<file path="src/rtl/alu_seq_ctrl.sv">
// alu_seq_ctrl: sequencing controller sitting between issue and the 8-bit ALU.
// Takes one request at a time, drives the ALU select/operand lines, repeats
// single-bit ALU shifts for multi-bit shift amounts, owns the architectural
// carry flag and returns result/carry/error over a response handshake.
//
// state | meaning
// ------+---------------------------------------------------------------
// IDLE  | ready for a request; operands registered on accept
// EXEC  | ALU driven from a_q/b_q; shifts stay here while cnt_q > 1
// RESP  | response valid, held stable until the consumer takes it
module alu_seq_ctrl #(
    parameter int DW  = 8,
    parameter int SAW = 3
) (
    input  logic           clk_i,
    input  logic           rst_n_i,
    input  logic           req_valid_i,
    output logic           req_ready_o,
    input  logic [3:0]     op_i,
    input  logic [DW-1:0]  opa_i,
    input  logic [DW-1:0]  opb_i,
    input  logic [SAW-1:0] shamt_i,
    output logic           rsp_valid_o,
    input  logic           rsp_ready_i,
    output logic [DW-1:0]  rsp_result_o,
    output logic           rsp_cf_o,
    output logic           rsp_err_o,
    output logic [DW-1:0]  oprnd_0_o,
    output logic [DW-1:0]  oprnd_1_o,
    output logic           cf_sel_o,
    output logic           alu_sel_0_o,
    output logic [1:0]     alu_sel_1_o,
    output logic           inv_sel_o,
    output logic           shftr_sel_o,
    output logic           shftl_sel_o,
    input  logic [DW-1:0]  alu_result_i,
    input  logic           cf_i
);

    localparam logic [3:0] OP_NOP = 4'd0;
    localparam logic [3:0] OP_ADD = 4'd1;
    localparam logic [3:0] OP_ADC = 4'd2;
    localparam logic [3:0] OP_SUB = 4'd3;
    localparam logic [3:0] OP_AND = 4'd4;
    localparam logic [3:0] OP_OR  = 4'd5;
    localparam logic [3:0] OP_XOR = 4'd6;
    localparam logic [3:0] OP_NOT = 4'd7;
    localparam logic [3:0] OP_SHL = 4'd8;
    localparam logic [3:0] OP_SHR = 4'd9;
    localparam logic [3:0] OP_CLC = 4'd15;

    typedef enum logic [1:0] {
        S_IDLE = 2'd0,
        S_EXEC = 2'd1,
        S_RESP = 2'd2
    } state_t;

    state_t         state_q;
    state_t         state_d;
    logic [3:0]     op_q;
    logic [DW-1:0]  a_q;
    logic [DW-1:0]  b_q;
    logic [SAW-1:0] cnt_q;
    logic           cf_q;
    logic [DW-1:0]  result_q;
    logic           err_q;
    logic           is_shift;

    assign is_shift = (op_q == OP_SHL) || (op_q == OP_SHR);

    // Response payload comes straight from registers so it is stable in RESP.
    assign rsp_result_o = result_q;
    assign rsp_cf_o     = cf_q;
    assign rsp_err_o    = err_q;

    // State register.
    always_ff @(posedge clk_i or negedge rst_n_i) begin
        if (!rst_n_i) begin
            state_q <= S_IDLE;
        end else begin
            state_q <= state_d;
        end
    end

    // Next-state logic, handshake outputs and ALU select decode.
    always_comb begin
        state_d     = state_q;
        req_ready_o = 1'b0;
        rsp_valid_o = 1'b0;
        oprnd_0_o   = '0;
        oprnd_1_o   = '0;
        cf_sel_o    = 1'b0;
        alu_sel_0_o = 1'b0;
        alu_sel_1_o = 2'b00;
        inv_sel_o   = 1'b0;
        shftr_sel_o = 1'b0;
        shftl_sel_o = 1'b0;
        case (state_q)
            S_IDLE: begin
                // Ready is held low while reset is asserted.
                req_ready_o = rst_n_i;
                if (req_valid_i && rst_n_i) begin
                    state_d = S_EXEC;
                end
            end
            S_EXEC: begin
                oprnd_0_o = a_q;
                oprnd_1_o = b_q;
                case (op_q)
                    OP_ADD: begin
                    end
                    OP_ADC: cf_sel_o = cf_q;
                    OP_SUB: begin
                        inv_sel_o = 1'b1;
                        cf_sel_o  = 1'b1;
                    end
                    OP_AND: alu_sel_0_o = 1'b1;
                    OP_OR: begin
                        alu_sel_0_o = 1'b1;
                        alu_sel_1_o = 2'b01;
                    end
                    OP_XOR: begin
                        alu_sel_0_o = 1'b1;
                        alu_sel_1_o = 2'b10;
                    end
                    OP_NOT: begin
                        alu_sel_0_o = 1'b1;
                        alu_sel_1_o = 2'b11;
                    end
                    // A zero shift amount passes opa through untouched.
                    OP_SHL: shftl_sel_o = (cnt_q != '0);
                    OP_SHR: shftr_sel_o = (cnt_q != '0);
                    default: begin
                    end
                endcase
                if (!(is_shift && (cnt_q > SAW'(1)))) begin
                    state_d = S_RESP;
                end
            end
            S_RESP: begin
                rsp_valid_o = 1'b1;
                if (rsp_ready_i) begin
                    state_d = S_IDLE;
                end
            end
            default: state_d = S_IDLE;
        endcase
    end

    // Operand capture, shift iteration, carry flag and response registers.
    always_ff @(posedge clk_i or negedge rst_n_i) begin
        if (!rst_n_i) begin
            op_q     <= '0;
            a_q      <= '0;
            b_q      <= '0;
            cnt_q    <= '0;
            cf_q     <= 1'b0;
            result_q <= '0;
            err_q    <= 1'b0;
        end else begin
            case (state_q)
                S_IDLE: begin
                    if (req_valid_i) begin
                        op_q  <= op_i;
                        a_q   <= opa_i;
                        b_q   <= opb_i;
                        cnt_q <= shamt_i;
                        err_q <= 1'b0;
                    end
                end
                S_EXEC: begin
                    case (op_q)
                        OP_NOP: result_q <= a_q;
                        OP_ADD, OP_ADC, OP_SUB: begin
                            result_q <= alu_result_i;
                            cf_q     <= cf_i;
                        end
                        OP_AND, OP_OR, OP_XOR, OP_NOT: result_q <= alu_result_i;
                        OP_SHL, OP_SHR: begin
                            if (cnt_q == '0) begin
                                result_q <= a_q;
                            end else begin
                                // Feed each 1-bit shift back as the next operand.
                                a_q      <= alu_result_i;
                                cf_q     <= cf_i;
                                cnt_q    <= cnt_q - SAW'(1);
                                result_q <= alu_result_i;
                            end
                        end
                        OP_CLC: begin
                            cf_q     <= 1'b0;
                            result_q <= '0;
                        end
                        default: begin
                            result_q <= '0;
                            err_q    <= 1'b1;
                        end
                    endcase
                end
                default: begin
                end
            endcase
        end
    end

endmodule
</file>
<file path="config.mk">
export PLATFORM = sky130hd
export DESIGN_NAME = alu_seq_ctrl
export DESIGN_NICKNAME = d
export VERILOG_FILES = /design/src/rtl/alu_seq_ctrl.sv
export SDC_FILE = /design/constraint.sdc
export NUM_CORES = 1
export LEC_CHECK = 0
export ABC_AREA = 1
export CORE_ASPECT_RATIO = 1.1
export CORE_MARGIN = 5
export CORE_UTILIZATION = 50
export DETAILED_ROUTE_END_ITERATION = 16
export GPL_TIMING_DRIVEN = 0
export HOLD_SLACK_MARGIN = 0.15
export PLACE_DENSITY = 0.86
export SYNTH_ARGS = -nofsm -noshare
export SYNTH_HDL_FRONTEND = slang
export SYNTH_SLANG_ARGS = --single-unit
</file>
<file path="constraint.sdc">
create_clock -name clk_i -period 3.6 [get_ports clk_i]
set_clock_uncertainty 0.15 [all_clocks]
set_input_delay 1.08 -clock clk_i [delete_from_list [all_inputs] [get_ports clk_i]]
set_output_delay 1.08 -clock clk_i [all_outputs]
set_load 0.01 [all_outputs]
</file>
==> metrics.txt <==
startpoint types=input pin; power per cell area=approximately 680 nW/um2; met2 WL=just under 3000 um; metal1 wirelength=around 2500 um; MaxCap Viol Count=0; Final setup viols=0; CTS tree=done; vias in the first global route=between 2,000 and 2,500; Area Growth Syn to Fin=39.2%; htree depth=2; DRC viols=0; synthesis-stage register bit count=35; Chip Width=72.6 um; post-route minimum period=3430 ps; worst hold start=rsp_result_o[1]; DRT Pass-1 Iters=5; initial antenna violation count=0; Clk pin slew, worst setup/hold paths=about 60 ps; reg-to-reg critical path startpoint=cnt_q[0]; n_diodes=0; largest net degree at the start of global routing=38; CTS Buf Count=5; maximum VDD drop=0.000335 V; placed insts=around 430; crit-path max FO=37; first-pass GRT wire length=~9500 um; Worst Path Arrival=2200 ps; slew at the pin closest to its max-slew limit=about 480 ps; setup repair bufs after CTS=0; worst hold path class=flip-flop to flip-flop; fraction of layout cells with a size suffix above 1=a little over a tenth; Slew headroom=about two thirds; die span in y=78.9 um; Clk Latency, worst-skew pair=~280 ps; Setup Crit Path Kind=input pin to output port; Syn Inst Count=between 300 and 400; nets=approximately 420; Layout Utilization=between 70% and 80%; register area share after synthesis=~41%; Root Buffer=clkbuf_8; vias per cell=about 5; CTS Buffer Depth=2; routed wire length=approximately 6000 um; RSZ-0062 raised after global routing=no; mapped cell area=2160 um2; placed cell areas=approximately 2900 um2; Mapped Nets=about 340; commonest non-fill, non-tap cell in the layout=nand2_1; Detail Route met3 WL=395 um; Final GP Congestion=between 0.8 and 0.9; total gr overflow=0; final number of hold-violating endpoints=0; Synth Warn #=0; IO Count=71; HPWL Detailed=about 4400 um; period utilization=between 90% and 100%; fillers=between 300 and 400; Critical Path RT=2370 ps; Finished Layout Cells=approximately 430; synthesized area per cell=about 7.1 um2; kind of end point of the critical path=output port; Slew Limit Fails=0; port bufs=70; uppermost layer routed=met4; post-place setup slack=-143 ps; FMAX=292 MHz; average wire per standard cell=13.5 um; CTS Sinks=35; Core Box Area=4220 um2; die area=between 5000 and 6000 um2; status=complete, no violations; via count=about 2,200; remaining antenna violation count=0; gr usage total=a little over a fifth; number of distinct library cells after synthesis=28; CP Launch Point=rst_n_i; Hold Slack=336 ps; Post-CTS Resized=2; Iteration-0 DRC Markers=129; hold-fix buffers at CTS=0; Setup WS post-layout=about 170 ps; Rows=25; Leak Pwr=between 1 and 1.5 nW; commonest cells after routing, fill and taps aside=nand2_1, clkdlybuf4s50_1, nand3_1; Initial Util=51.1%; final instance area=between 3000 and 4000 um2
==> cell usage after synthesis, drive strengths merged <==
| cell | count | share of area [%] |
|---|---|---|
| nor2 | 26 | 4.9 |
| inv | 38 | 6.8 |
| nand4 | 2 | 0.58 |
| o31ai | 1 | 0.35 |
| xnor2 | 1 | 0.41 |
| nand2 | 104 | 19 |
| ha | 3 | 1.7 |
| dfrtp | 35 | 41 |
| nand3 | 40 | 11 |
| buf | 11 | 4.5 |
| nor3 | 4 | 0.93 |
| o21ai | 26 | 6.2 |
| nand3b | 1 | 0.35 |
| a21oi | 2 | 0.64 |
| or2 | 8 | 2.3 |
==> cell families (layout without fill, tap and decap cells) <==
kind of cell    Yosys count  after routing  share of synthesized area (%)
fa+ha+maj                 3              3                           1.74
buf+inv                  49            125                           11.4
simple gates            185            185                           38.7
flops                    35             35                           40.6
compound gates           29             29                           7.20
xor+xnor                  1              1                          0.406
==> path summary, 6_finish.rpt <==
kind,to,slack (ps),depth (start not counted)
max in group asynchronous,a_q[3],2360,1
min in group asynchronous,state_q[0],600,1
setup / recovery,req_ready_o,170,4
hold reg to reg,rsp_result_o[1],340,2
hold / removal,rsp_result_o[1],340,2
setup reg to reg,rsp_cf_o,1870,9
==> worst max-delay path: stages <==
cell	delay, ps
buf_4	390
inv_1	80
nor2_1	110
clkdlybuf4s50_1	540
==> report_power, final <==
group / switching [W] / leakage (nW) / internal [W]
Clock: 0.000123 / 0.0371 / 0.000129
Combinational: 0.000665 / 0.974 / 0.000457
Sequential: 0.000107 / 0.438 / 0.000562
==> routing by layer <==
layer / vias up / global-route usage (%)
li1: 1095 / -
met1: 989 / 27.6
met4: 0 / 6.09
met5: - / 0
met3: 8 / 2.53
met2: 75 / 36.6
==> through the flow <==
step / total power (W) / TNS (ps)
finish: 0.00204 / 0
global route: 0.00221 / 0
floorplan: 0.00137 / 0
global placement: 0.00174 / -1140
detailed placement: 0.00178 / -143
CTS: 0.00204 / 0
==> layout make-up <==
| class | instances | area (um2) | area share, % |
|---|---|---|---|
| inverter | 38 | 148 | 4.92 |
| multi-input combinational | 218 | 1040 | 34.7 |
| tap | 54 | 67.6 | 2.25 |
| timing repair buffer | 70 | 698 | 23.3 |
| buffer | 11 | 97.6 | 3.25 |
| sequential | 35 | 876 | 29.2 |
| clock buffer | 6 | 72.6 | 2.42 |
==> sequential cells by signal (all words and copies together) (netlist names) <==
register	count
rsp_cf_o	1
a_q	8
cnt_q	3
state_q	2
rsp_err_o	1
rsp_result_o	8
op_q	4
b_q	8
Power figures use the tool's default switching activity.
==> RTL change: new RTL, config.mk and constraints unchanged <==
Put one more register stage on the output `rsp_err_o`, cleared by the reset. The value now appears one clock later. The other outputs are not delayed to match.
--- a/src/rtl/alu_seq_ctrl.sv
+++ b/src/rtl/alu_seq_ctrl.sv
@@ -73,3 +73,9 @@
     assign rsp_cf_o     = cf_q;
-    assign rsp_err_o    = err_q;
+    always_ff @(posedge clk_i or negedge rst_n_i) begin
+        if (!rst_n_i) begin
+            rsp_err_o <= '0;
+        end else begin
+            rsp_err_o <= err_q;
+        end
+    end
 
Check against the original RTL: not equivalent (Yosys sat finds a counterexample within 4 cycles, from zero or initial values and one cycle with rst_n_i low).
==> RTL change against the unedited design <==
Setup slack lost 16 ps. Area after synthesis down 1.2%. Via count rose by 4.7%. Critical path type is now reg2out. Final area rose by 0.25%. Routed wire length up 3.1%. Critical path depth rose by 3. Utilization up 0.18 points. Sequential cell count grew 1. Total power is 11% higher. Sequential power grew 7.2%. Count of clock-buffer cells in the layout is the same.
==> RTL change: results (changes against the unedited design) <==
Crit path largest cell delay = 600 ps (+60 ps)
DR pass1 iterations = 4 (-1)
First-pass GRT wire length = 9850 um (+3.5%)
Unique masters post-synth = 25 (-11%)
Layout cells sized above 1 = 8.51% (-2.3 points)
Seq/Total Area, Yosys = 42.3% (+1.7 points)
Pre-CTS setup slack = -228 ps (-84.9 ps)
Placer Congestion = 0.852 (about the same)
Post-Synthesis Cells = 310 (+2.6%)
VDD IR-drop max = 401 uV (+20%)
CP max FO = 10 (-73%)
Status = finished clean
FF+latch count, synth = 36 (+2.9%)
DRT iter0 DRCs = 284 (+120%)
Dpl hpwl = 4410 um (+0.46%)
Worst-path clk slew = 70 ps
Synth top cells by count = nand2_1 (110), dfrtp_1 (36), inv_1 (36)
Vias = 2,268 (+4.7%)
Syn Nets = 349 (+2.3%)
WP data arrival = 2220 ps (+20 ps)
Root buf cell = clkbuf_8
Placed instance count = 434 (+1.9%)
LEAKAGE = 1.51 nW (+4.4%)
GRT Total Usage = 22.5% (+1.3 points)
DP Area = 2890 um^2 (-0.90%)
Wire length per cell = 13.6 um (+0.81%)
Clock latency on the worst-skew pair = 290 ps
Worst relative slew slack = 67.0% (-0.96 points)
Synth area leaders = dfrtp_1 (42%), nand2_1 (19%), nand3_1 (7.8%)
RTL change: changes by cell type in the layout (fill, tap and decap cells not counted), sizes merged, moves of 2 or more:
cell / change
inv: +3
nand2: +10
or2: -4
buf: -3
clkbuf: +2
nand3: -6
nor2: +5
RTL change: power by group:
part / switching, mW / total (mW) / internal [mW]
registers: 0.125 / 0.717 / 0.591
clock network: 0.147 / 0.352 / 0.206
logic: 0.725 / 1.20 / 0.479
total: 0.997 / 2.27 / 1.28
RTL change: what timing repair did:
action,4_1_cts,5_1_grt
endpoints found under the setup margin,1,2
resized for setup,1,2
pin swaps,0,0
RTL change: path summary, 6_finish.rpt:
| check | cells past startpoint | to | slack (ps) | start |
|---|---|---|---|---|
| max | 7 | shftl_sel_o | 150 | cnt_q[0] |
| max in group asynchronous | 1 | rsp_result_o[5] | 2520 | rst_n_i |
| min reg2reg | 0 | rsp_err_o | 230 | err_q |
| min in group asynchronous | 1 | rsp_result_o[1] | 520 | rst_n_i |
| min | 0 | rsp_err_o | 230 | err_q |
| max reg2reg | 8 | rsp_cf_o | 1830 | cnt_q[0] |
RTL change: critical path, delay by kind of cell (launching register included):
family	cells	cell delay [ps]
buffers and inverters	3	870
adders and majority gates	1	190
DFF	1	380
and+or+nand+nor	3	490
RTL change: kinds of logic (layout without fill, tap and decap cells):
family | after synthesis | in the layout | synth area share, %
xor+xnor | 1 | 1 | 0.411
buf+inv | 51 | 129 | 10.3
simple gates | 190 | 190 | 38.3
compound gates | 29 | 29 | 6.93
fa+ha+maj | 3 | 3 | 1.76
flops | 36 | 36 | 42.3
RTL change: per-stage QoR:
stage | setup TNS [ps] | hold slack [ps] | power (mW)
floorplan | 0 | 204 | 1.46
global placement | -1230 | 211 | 1.87
detailed placement | -228 | 230 | 1.91
CTS | 0 | 239 | 2.28
global route | 0 | 252 | 2.46
finish | 0 | 234 | 2.27
RTL change: routing by layer:
metal / track usage [%] / part of all wire (%) / vias to the layer above
met4: 9.40 / 2.7 / 0
li1: - / - / 1113
met3: 5.25 / 7.7 / 16
met2: 38.3 / 49 / 109
met1: 26.6 / 40 / 1030
met5: 0 / 0 / -
RTL change: final cells by class:
class,instances,area (um^2)
clock buffer,6,72.6
fill,350,1210
timing repair buffer,70,704
inverter,41,154
multi-input combinational,223,1010
clock inverter,2,35.0
buffer,10,65.1
sequential,36,901
tap,54,67.6
